<file path="src/rtl/pe_conv_multichannel.sv">
// Multichannel convolution processing element.
// Holds CHANNELS pairs of KxK picture/filter buffers, accumulates the sum of
// all per-channel dot products, then shifts, saturates (optional ReLU in
// signed mode) and offers the result on a valid/ready handshake.
//
// state | meaning
// IDLE  | buffers writable/shiftable, waiting for start
// RUN   | one element per channel accumulated per cycle, row-major
// SUM   | scale and saturate accumulator into data_out
// OUT   | result presented, waiting for out_ready
module pe_conv_multichannel #(
  parameter int KERNEL_SIZE = 4,
  parameter int CHANNELS    = 2,
  parameter int DATA_W      = 8,
  parameter int SIGNED      = 0,
  parameter int IDX_W       = 32,
  parameter int ACC_W       = 2*DATA_W + $clog2(KERNEL_SIZE*KERNEL_SIZE*CHANNELS) + 1
) (
  input  logic                         clk,
  input  logic                         rst,
  input  logic                         start,
  input  logic                         pic_wr_en,
  input  logic [CHANNELS-1:0]          fil_wr_en,
  input  logic                         shift_up,
  input  logic                         shift_left,
  input  logic [IDX_W-1:0]             idx_i,
  input  logic [IDX_W-1:0]             idx_j,
  input  logic [CHANNELS*DATA_W-1:0]   buf_data_in,
  input  logic [DATA_W-1:0]            fil_data_in,
  input  logic [$clog2(ACC_W)-1:0]     out_shift,
  input  logic                         relu_en,
  output logic                         busy,
  output logic                         out_valid,
  input  logic                         out_ready,
  output logic [DATA_W-1:0]            data_out,
  output logic                         done
);

  localparam int KK   = KERNEL_SIZE * KERNEL_SIZE;
  localparam int EW   = (KK > 1) ? $clog2(KK) : 1;
  localparam int SH_W = $clog2(ACC_W);

  localparam logic [ACC_W-1:0] U_MAX = {{(ACC_W-DATA_W){1'b0}}, {DATA_W{1'b1}}};
  localparam logic [ACC_W-1:0] S_MAX = {{(ACC_W-DATA_W+1){1'b0}}, {(DATA_W-1){1'b1}}};
  localparam logic [ACC_W-1:0] S_MIN = {{(ACC_W-DATA_W+1){1'b1}}, {(DATA_W-1){1'b0}}};

  typedef enum logic [1:0] {IDLE, RUN, SUM, OUT} state_t;

  state_t              state, state_nxt;
  logic [DATA_W-1:0]   pic [CHANNELS][KK];
  logic [DATA_W-1:0]   fil [CHANNELS][KK];
  logic [EW-1:0]       cnt;
  logic [ACC_W-1:0]    acc;
  logic [ACC_W-1:0]    term_sum;
  logic [ACC_W-1:0]    scaled;
  logic [DATA_W-1:0]   sat_res;
  logic [SH_W-1:0]     shift_q;
  logic                relu_q;
  logic                wr_ok;
  logic [EW-1:0]       wr_e;

  // Extension to accumulator width; the low ACC_W bits of the product are
  // identical for signed and unsigned operands once extended correctly.
  function automatic logic [ACC_W-1:0] ext(input logic [DATA_W-1:0] v);
    if (SIGNED != 0) return {{(ACC_W-DATA_W){v[DATA_W-1]}}, v};
    else             return {{(ACC_W-DATA_W){1'b0}}, v};
  endfunction

  assign busy      = (state != IDLE);
  assign out_valid = (state == OUT);
  assign done      = out_valid && out_ready;

  assign wr_ok = (idx_i < IDX_W'(KERNEL_SIZE)) && (idx_j < IDX_W'(KERNEL_SIZE));
  assign wr_e  = EW'(idx_i * IDX_W'(KERNEL_SIZE) + idx_j);

  // Sum of this cycle's products over all channels at element cnt.
  always_comb begin
    term_sum = '0;
    for (int n = 0; n < CHANNELS; n++)
      term_sum = term_sum + ext(fil[n][cnt]) * ext(pic[n][cnt]);
  end

  // Scale, saturate and optionally ReLU the accumulator.
  always_comb begin
    if (SIGNED != 0) scaled = $unsigned($signed(acc) >>> shift_q);
    else             scaled = acc >> shift_q;
    sat_res = scaled[DATA_W-1:0];
    if (SIGNED != 0) begin
      if ($signed(scaled) > $signed(S_MAX))      sat_res = S_MAX[DATA_W-1:0];
      else if ($signed(scaled) < $signed(S_MIN)) sat_res = S_MIN[DATA_W-1:0];
      if (relu_q && scaled[ACC_W-1])             sat_res = '0;
    end else if (scaled > U_MAX) begin
      sat_res = U_MAX[DATA_W-1:0];
    end
  end

  // State register.
  always_ff @(posedge clk or negedge rst) begin
    if (!rst) state <= IDLE;
    else      state <= state_nxt;
  end

  // Next-state logic.
  always_comb begin
    state_nxt = state;
    case (state)
      IDLE:    if (start) state_nxt = RUN;
      RUN:     if (cnt == EW'(KK-1)) state_nxt = SUM;
      SUM:     state_nxt = OUT;
      OUT:     if (out_ready) state_nxt = IDLE;
      default: state_nxt = IDLE;
    endcase
  end

  // Accumulator, element counter, latched controls and result register.
  always_ff @(posedge clk or negedge rst) begin
    if (!rst) begin
      acc      <= '0;
      cnt      <= '0;
      shift_q  <= '0;
      relu_q   <= 1'b0;
      data_out <= '0;
    end else begin
      case (state)
        IDLE: if (start) begin
          acc     <= '0;
          cnt     <= '0;
          shift_q <= out_shift;
          relu_q  <= relu_en;
        end
        RUN: begin
          acc <= acc + term_sum;
          cnt <= cnt + 1'b1;
        end
        SUM:     data_out <= sat_res;
        default: ;
      endcase
    end
  end

  // Buffer writes and shifts, only while idle; a picture write blocks shifts.
  always_ff @(posedge clk or negedge rst) begin
    if (!rst) begin
      for (int n = 0; n < CHANNELS; n++)
        for (int e = 0; e < KK; e++) begin
          pic[n][e] <= '0;
          fil[n][e] <= '0;
        end
    end else if (state == IDLE) begin
      for (int n = 0; n < CHANNELS; n++) begin
        if (pic_wr_en) begin
          if (wr_ok) pic[n][wr_e] <= buf_data_in[n*DATA_W +: DATA_W];
        end else if (shift_up) begin
          for (int e = 0; e < KK; e++)
            pic[n][e] <= (e < KK - KERNEL_SIZE) ? pic[n][(e + KERNEL_SIZE) % KK] : '0;
        end else if (shift_left) begin
          for (int e = 0; e < KK; e++)
            pic[n][e] <= ((e % KERNEL_SIZE) != KERNEL_SIZE - 1) ? pic[n][(e + 1) % KK] : '0;
        end
        if (fil_wr_en[n] && wr_ok) fil[n][wr_e] <= fil_data_in;
      end
    end
  end

endmodule

</file>
<file path="config.mk">
export PLATFORM = sky130hd
export DESIGN_NAME = pe_conv_multichannel
export DESIGN_NICKNAME = d
export VERILOG_FILES = /design/src/rtl/pe_conv_multichannel.sv
export SDC_FILE = /design/constraint.sdc
export NUM_CORES = 2
export LEC_CHECK = 0
export CAP_MARGIN = 20
export CELL_PAD_IN_SITES_DETAIL_PLACEMENT = 1
export CELL_PAD_IN_SITES_GLOBAL_PLACEMENT = 1
export CORE_MARGIN = 5
export CORE_UTILIZATION = 28
export CTS_BUF_LIST = sky130_fd_sc_hd__clkbuf_8
export CTS_CLUSTER_DIAMETER = 200
export DETAILED_ROUTE_END_ITERATION = 7
export GPL_ROUTABILITY_DRIVEN = 0
export PLACE_DENSITY = 0.58
export SLEW_MARGIN = 20
export SYNTH_ARGS = -nofsm -noshare
export SYNTH_HDL_FRONTEND = slang
export SYNTH_SLANG_ARGS = --single-unit
</file>
<file path="constraint.sdc">
create_clock -name clk -period 19 [get_ports clk]
set_clock_uncertainty 0.1 [all_clocks]
set_input_delay 1.9 -clock clk [delete_from_list [all_inputs] [get_ports clk]]
set_output_delay 1.9 -clock clk [all_outputs]
set_load 0.02 [all_outputs]
</file>
== After elaboration in Yosys (flattened, before gate mapping) ==
Index checks and enable logic that the tools add are counted.

* Bits of input ports: 103
* Bits in registers: 553
* Output and inout bits: 11

* Shifts and indexed selects: 1
* Eq/ne operators: 8
* Bitwise gates (word level): 2
* Mux-type cells: 35
* $lt $le $gt $ge: 6
* Reduce and logical (&&, ||, !) cells: 15
* Multipliers: 2
* Add/sub/neg operators: 4

{| class="wikitable"
|+ Operator list
! kind !! count
|-
| $mux W128 || 8
|-
| $bwmux W128 || 4
|-
| $bmux W8 S4 || 4
|-
| $mux W8 || 10
|-
| $lt A32 B3 Y1 const B || 2
|-
| $pmux W22 S2 || 1
|-
| $demux W8 S4 || 1
|-
| $mul A8 B8 Y16 || 2
|-
| $add A22 B17 Y22 || 1
|-
| $gt A22 B8 Y1 const B || 1
|-
| $mux W22 || 1
|-
| $shr A22 B5 Y22 || 1
|-
| $add A16 B16 Y17 || 1
|-
| $ge A5 B5 Y1 const B || 2
|-
| $not A4 Y5 || 2
|-
| $pmux W2 S4 || 1
|-
| $pmux W4 S2 || 1
|-
| $reduce_and A2 Y1 || 4
|-
| $mux W2 || 3
|-
| $reduce_and A3 Y1 || 2
|-
| $logic_and A1 B1 Y1 || 5
|-
| $lt A5 B1 Y1 const B || 1
|-
| $add A4 B1 Y4 const B || 1
|-
| $add A4 B4 Y4 || 1
|-
| 9 further kinds || 13
|}

== Depth between registers and ports, before layout ==
* Depth after elaboration: 9
* Depth in mapped cells: 26

== Least setup slack after synthesis ==
OpenSTA, ideal clock, no wires.

* Path kind: reg2reg
* From: register cnt[0]
* To: register acc[13]
* Setup slack: 11563 ps
* Stages on the path, launching flop included: 25
* Clock period less this slack: 7437 ps
* Required time: 18831 ps
* Data arrival time: 7269 ps
* Setup time: 69 ps
* Cell sequence: dfrtp_1 -> clkbuf_1 -> clkbuf_1 -> buf_2 -> mux4_2 -> mux4_2 -> and2_1 -> fa_1 -> inv_1 -> fa_1 -> fa_1 -> inv_1 -> fa_1 -> fa_1 -> inv_1 -> fa_1 -> inv_1 -> ha_1 -> and4_1 -> a41o_1 -> a41oi_1 -> a21boi_0 -> o21a_1 -> or3_1 -> nand3_1

* Longest elaborated chain between the ends: 8

{| class="wikitable"
|+ RTL lines
! element !! RTL line !! source
|-
| from (decl) || 52 || <nowiki>logic [EW-1:0] cnt;</nowiki>
|-
| from (signal assigned) || 133 || <nowiki>cnt <= cnt + 1'b1;</nowiki>
|-
| $not A4 Y5 (implied by the code) (*) || 80 || <nowiki>term_sum = term_sum + ext(fil[n][cnt]) * ext(pic[n][cnt]);</nowiki>
|-
| $bmux W8 S4 || 80 ||
|-
| $mux W8 (implied by the code) (2 in a row) || 80 ||
|-
| $mul A8 B8 Y16 || 80 ||
|-
| $add A16 B16 Y17 (*) || 80 ||
|-
| $add A22 B17 Y22 (*) || 132 || <nowiki>acc <= acc + term_sum;</nowiki>
|-
| $pmux W22 S2 (*) || 124 || <nowiki>case (state)</nowiki>
|-
| to (signal assigned) || 132 ||
|-
| to (decl) || 53 || <nowiki>logic [ACC_W-1:0] acc;</nowiki>
|}

Mark *: on every way between the ends. The rest lies on a longest branch, timed or not. The select of a mux whose other input is x is not followed.
A chain may end at the register's enable or synchronous reset.

== Final worst setup path ==
Same ends and word-level chain as after synthesis.

==> run metrics <==
post-layout net count=3472; pwr dens=119.0 mW/mm^2; FMAX=98.81 MHz; Final Critical Period=10.12 ns; final setup vio count=0; post-DP HPWL=71880 um; Final Cell Area=0.03939 sq mm; ys async rst share=100.0%; antenna violations before repair=5; commonest non-fill, non-tap cell in the layout=dfrtp_1; Most common cell on crit path=fa_1; Area Overhead vs Synth=13.83%; root buffer cell=clkbuf_8; largest net degree at the start of global routing=164; Critical Path Stages=24; final cycle utilization of the critical path=53.27%; ranking of synthesized cells by area=dfrtp_1, mux4_2, mux2_2, fa_1, mux2i_1; IO Count=114; register area=0.01385 sq mm; Slew Limit Fails=0; vias in the first global route=27240; post-CTS resize count=0; first-pass GRT wire length=175900 um; Distinct cells, synth=64; Die Height=361.6 um; Gate power share=34.8%; Finished Layout Cells=4899; Routed Antenna Nets=0; Core Box Area=0.1233 sq mm; CTS max path bufs=3; grt total ovfl=0; critical path arrival=10.69 ns; CP top delay family=adder cells; Global Route Usage Sum=17.33%; Routed WL=114100 um; layout cells sized above 1=21.04%; Critical Path Fanout Max=41; Die ar.=0.1307 sq mm; Synth Register Bits=553; FF-to-FF setup slack=8.88 ns; dpl cell area=0.03717 sq mm; number of post-CTS setup repair buffers=0; crit path cell chain=buf_4, buf_4, buf_4, mux4_2, mux4_2, and2_1, fa_1, inv_1, fa_1, fa_1, inv_1, fa_1, fa_1, inv_1, fa_1, inv_1, ha_1, and4_1, a41o_1, a41oi_1, a21boi_0, o21a_1, or3_1, nand3_1; Reg2Reg Depth=24; Die Wd=361.6 um; Worst-path clk slew=0.08 ns; H-tree depth=3; Req. time, crit path=19.57 ns; Worst-Margin Slew=1.134 ns; worst skew pair latency=0.78 ns; area leader, netlist=dfrtp_1; routed via count=25200; Synth Flop Type=dfrtp_1; fill cell count=13730; final setup TNS=0 ns; port buffer count=112; routed len/inst=23.30 um; Worst Slack Setup Final=8.880 ns; status=finished clean; clock share of power=26.8%; final core occ=31.95%; Post-synth EDFFs=0; detailed-route DRC error count=0; # rows=129; Hold Path Depth=1; cts hold-fix bufs=0; Post-Syn Area=0.03461 sq mm; register share of total power=38.4%; Int Pwr=2.886 mW; pre-CTS setup slack=8.672 ns; most frequent cells in the layout=dfrtp_1, nor2_1, a21oi_1, mux2_2, nand2_1; Psw=1.802 mW; crit path max-delay cell type=dfrtp_4; Syn Nets=3417; crit-path max cell delay=1.00 ns; placed cells=4705; total of max-cap violations=0; unrepaired setup endpoints after global routing=false; Worst slew margin=24.21%; final hold vios=0; CTS tree=yes; Leakage Power=17.58 nW; drt first-iter violations=1530; Via density=5.143; Yosys top cell area share=39.99%; startpoint class of the critical path=flip-flop; footprint of the multi-input gates=0.01905 sq mm; Warnings, synthesis=0; Cells after Synth=3121; Seq/Total Area, Yosys=39.99%; min-delay worst type=flip-flop to flip-flop; WP buf/inv=7; Worst Path Class, Setup=flip-flop to flip-flop; drt pass-1 iters=5; number of buffers created by CTS=106; initial core utilization=28.06%; Mean Syn Cell Area=11.09 sq um; Worst VDD drop=60.17 uV; Sw Share=38.44%; CTS Sinks=553; Worst Setup End Kind=flip-flop
-- final cells by class --
| type | instances | share of cell area (%) |
|---|---|---|
| Clock buffer | 130 | 4.542 |
| Tap cell | 1637 | 5.199 |
| Multi-Input combinational cell | 2167 | 48.36 |
| Clock inverter | 62 | 1.077 |
| Inverter | 185 | 1.763 |
| Timing Repair Buffer | 163 | 3.894 |
| Antenna cell | 2 | 0.01270 |
| Sequential cell | 553 | 35.15 |
-- routing by layer --
metal	track usage, %	wire [um]	vias to the layer above
met5	0	0	-
met3	2.182	3789	150
met4	4.397	2628	0
met1	23.84	52420	13370
met2	29.07	55290	441
li1	-	-	11230
-- kinds of logic after synthesis --
family	count (synthesis)	share of synthesized area [%]
xor+xnor	15	0.3796
fa+ha+maj	193	9.407
flops	553	39.99
mux	602	24.61
simple gates	724	9.332
buf+inv	401	5.040
compound gates	633	11.24
-- worst paths after layout --
| kind | startpoint | endpoint |
|---|---|---|
| min in group asynchronous | rst | data_out[0] |
| worst max register to register | cnt[0] | acc[13] |
| worst max-delay path | cnt[0] | acc[13] |
| worst min register to register | fil[38] | fil[38] |
| worst min-delay path | fil[38] | fil[38] |
| max in group asynchronous | rst | pic[36] |
-- worst register-to-register path, delay by kind of cell (launching register included) --
| family | cells | cell delay, ns |
|---|---|---|
| multiplexers | 2 | 1.28 |
| AO/OA/AOI/OAI | 4 | 0.97 |
| buffers and inverters | 7 | 2.33 |
| flip-flops | 1 | 1.00 |
| AND/OR/NAND/NOR | 4 | 0.87 |
| adder cells (fa/ha/maj) | 7 | 3.48 |
-- synthesized netlist by cell type (all sizes together) (6+ instances only) --
| cell type | n |
|---|---|
| xnor2 | 6 |
| o22a | 135 |
| dfrtp | 553 |
| inv | 183 |
| nor3 | 13 |
| xor2 | 9 |
| ha | 81 |
| clkbuf | 127 |
| nor2 | 278 |
| mux4 | 172 |
| nand2 | 244 |
| a21o | 7 |
| buf | 89 |
| nand3 | 27 |
| fa | 112 |
| a31oi | 6 |
| o22ai | 7 |
| a21oi | 274 |
| and2 | 108 |
| nor4 | 16 |
| a211oi | 11 |
| or2 | 13 |
| o21ai | 153 |
| mux2 | 271 |
| mux2i | 159 |
-- power by group through the flow --
stage	Combinational, mW	Clock (mW)	Sequential [mW]
finish	1.63	1.26	1.80
global route	1.78	1.36	1.84
CTS	1.65	1.30	1.79
detailed placement	1.64	0	1.81
global placement	1.61	0	1.81
floorplan	1.22	0	1.67
-- state kept, by name, indices dropped and copies added, names as in the netlist --
signal and count:
cnt 4, shift_q 5, data_out 8, fil 256
pic 256, state 2, acc 22
-- through the flow --
step           hold WS (ns)  total power, mW
6_report             0.3982            4.688
5_1_grt              0.4093            4.975
4_1_cts              0.4011            4.746
3_5_place_dp         0.3882            3.457
3_3_place_gp         0.3819            3.418
2_1_floorplan        0.3739            2.886
Power figures use the tool's default switching activity.
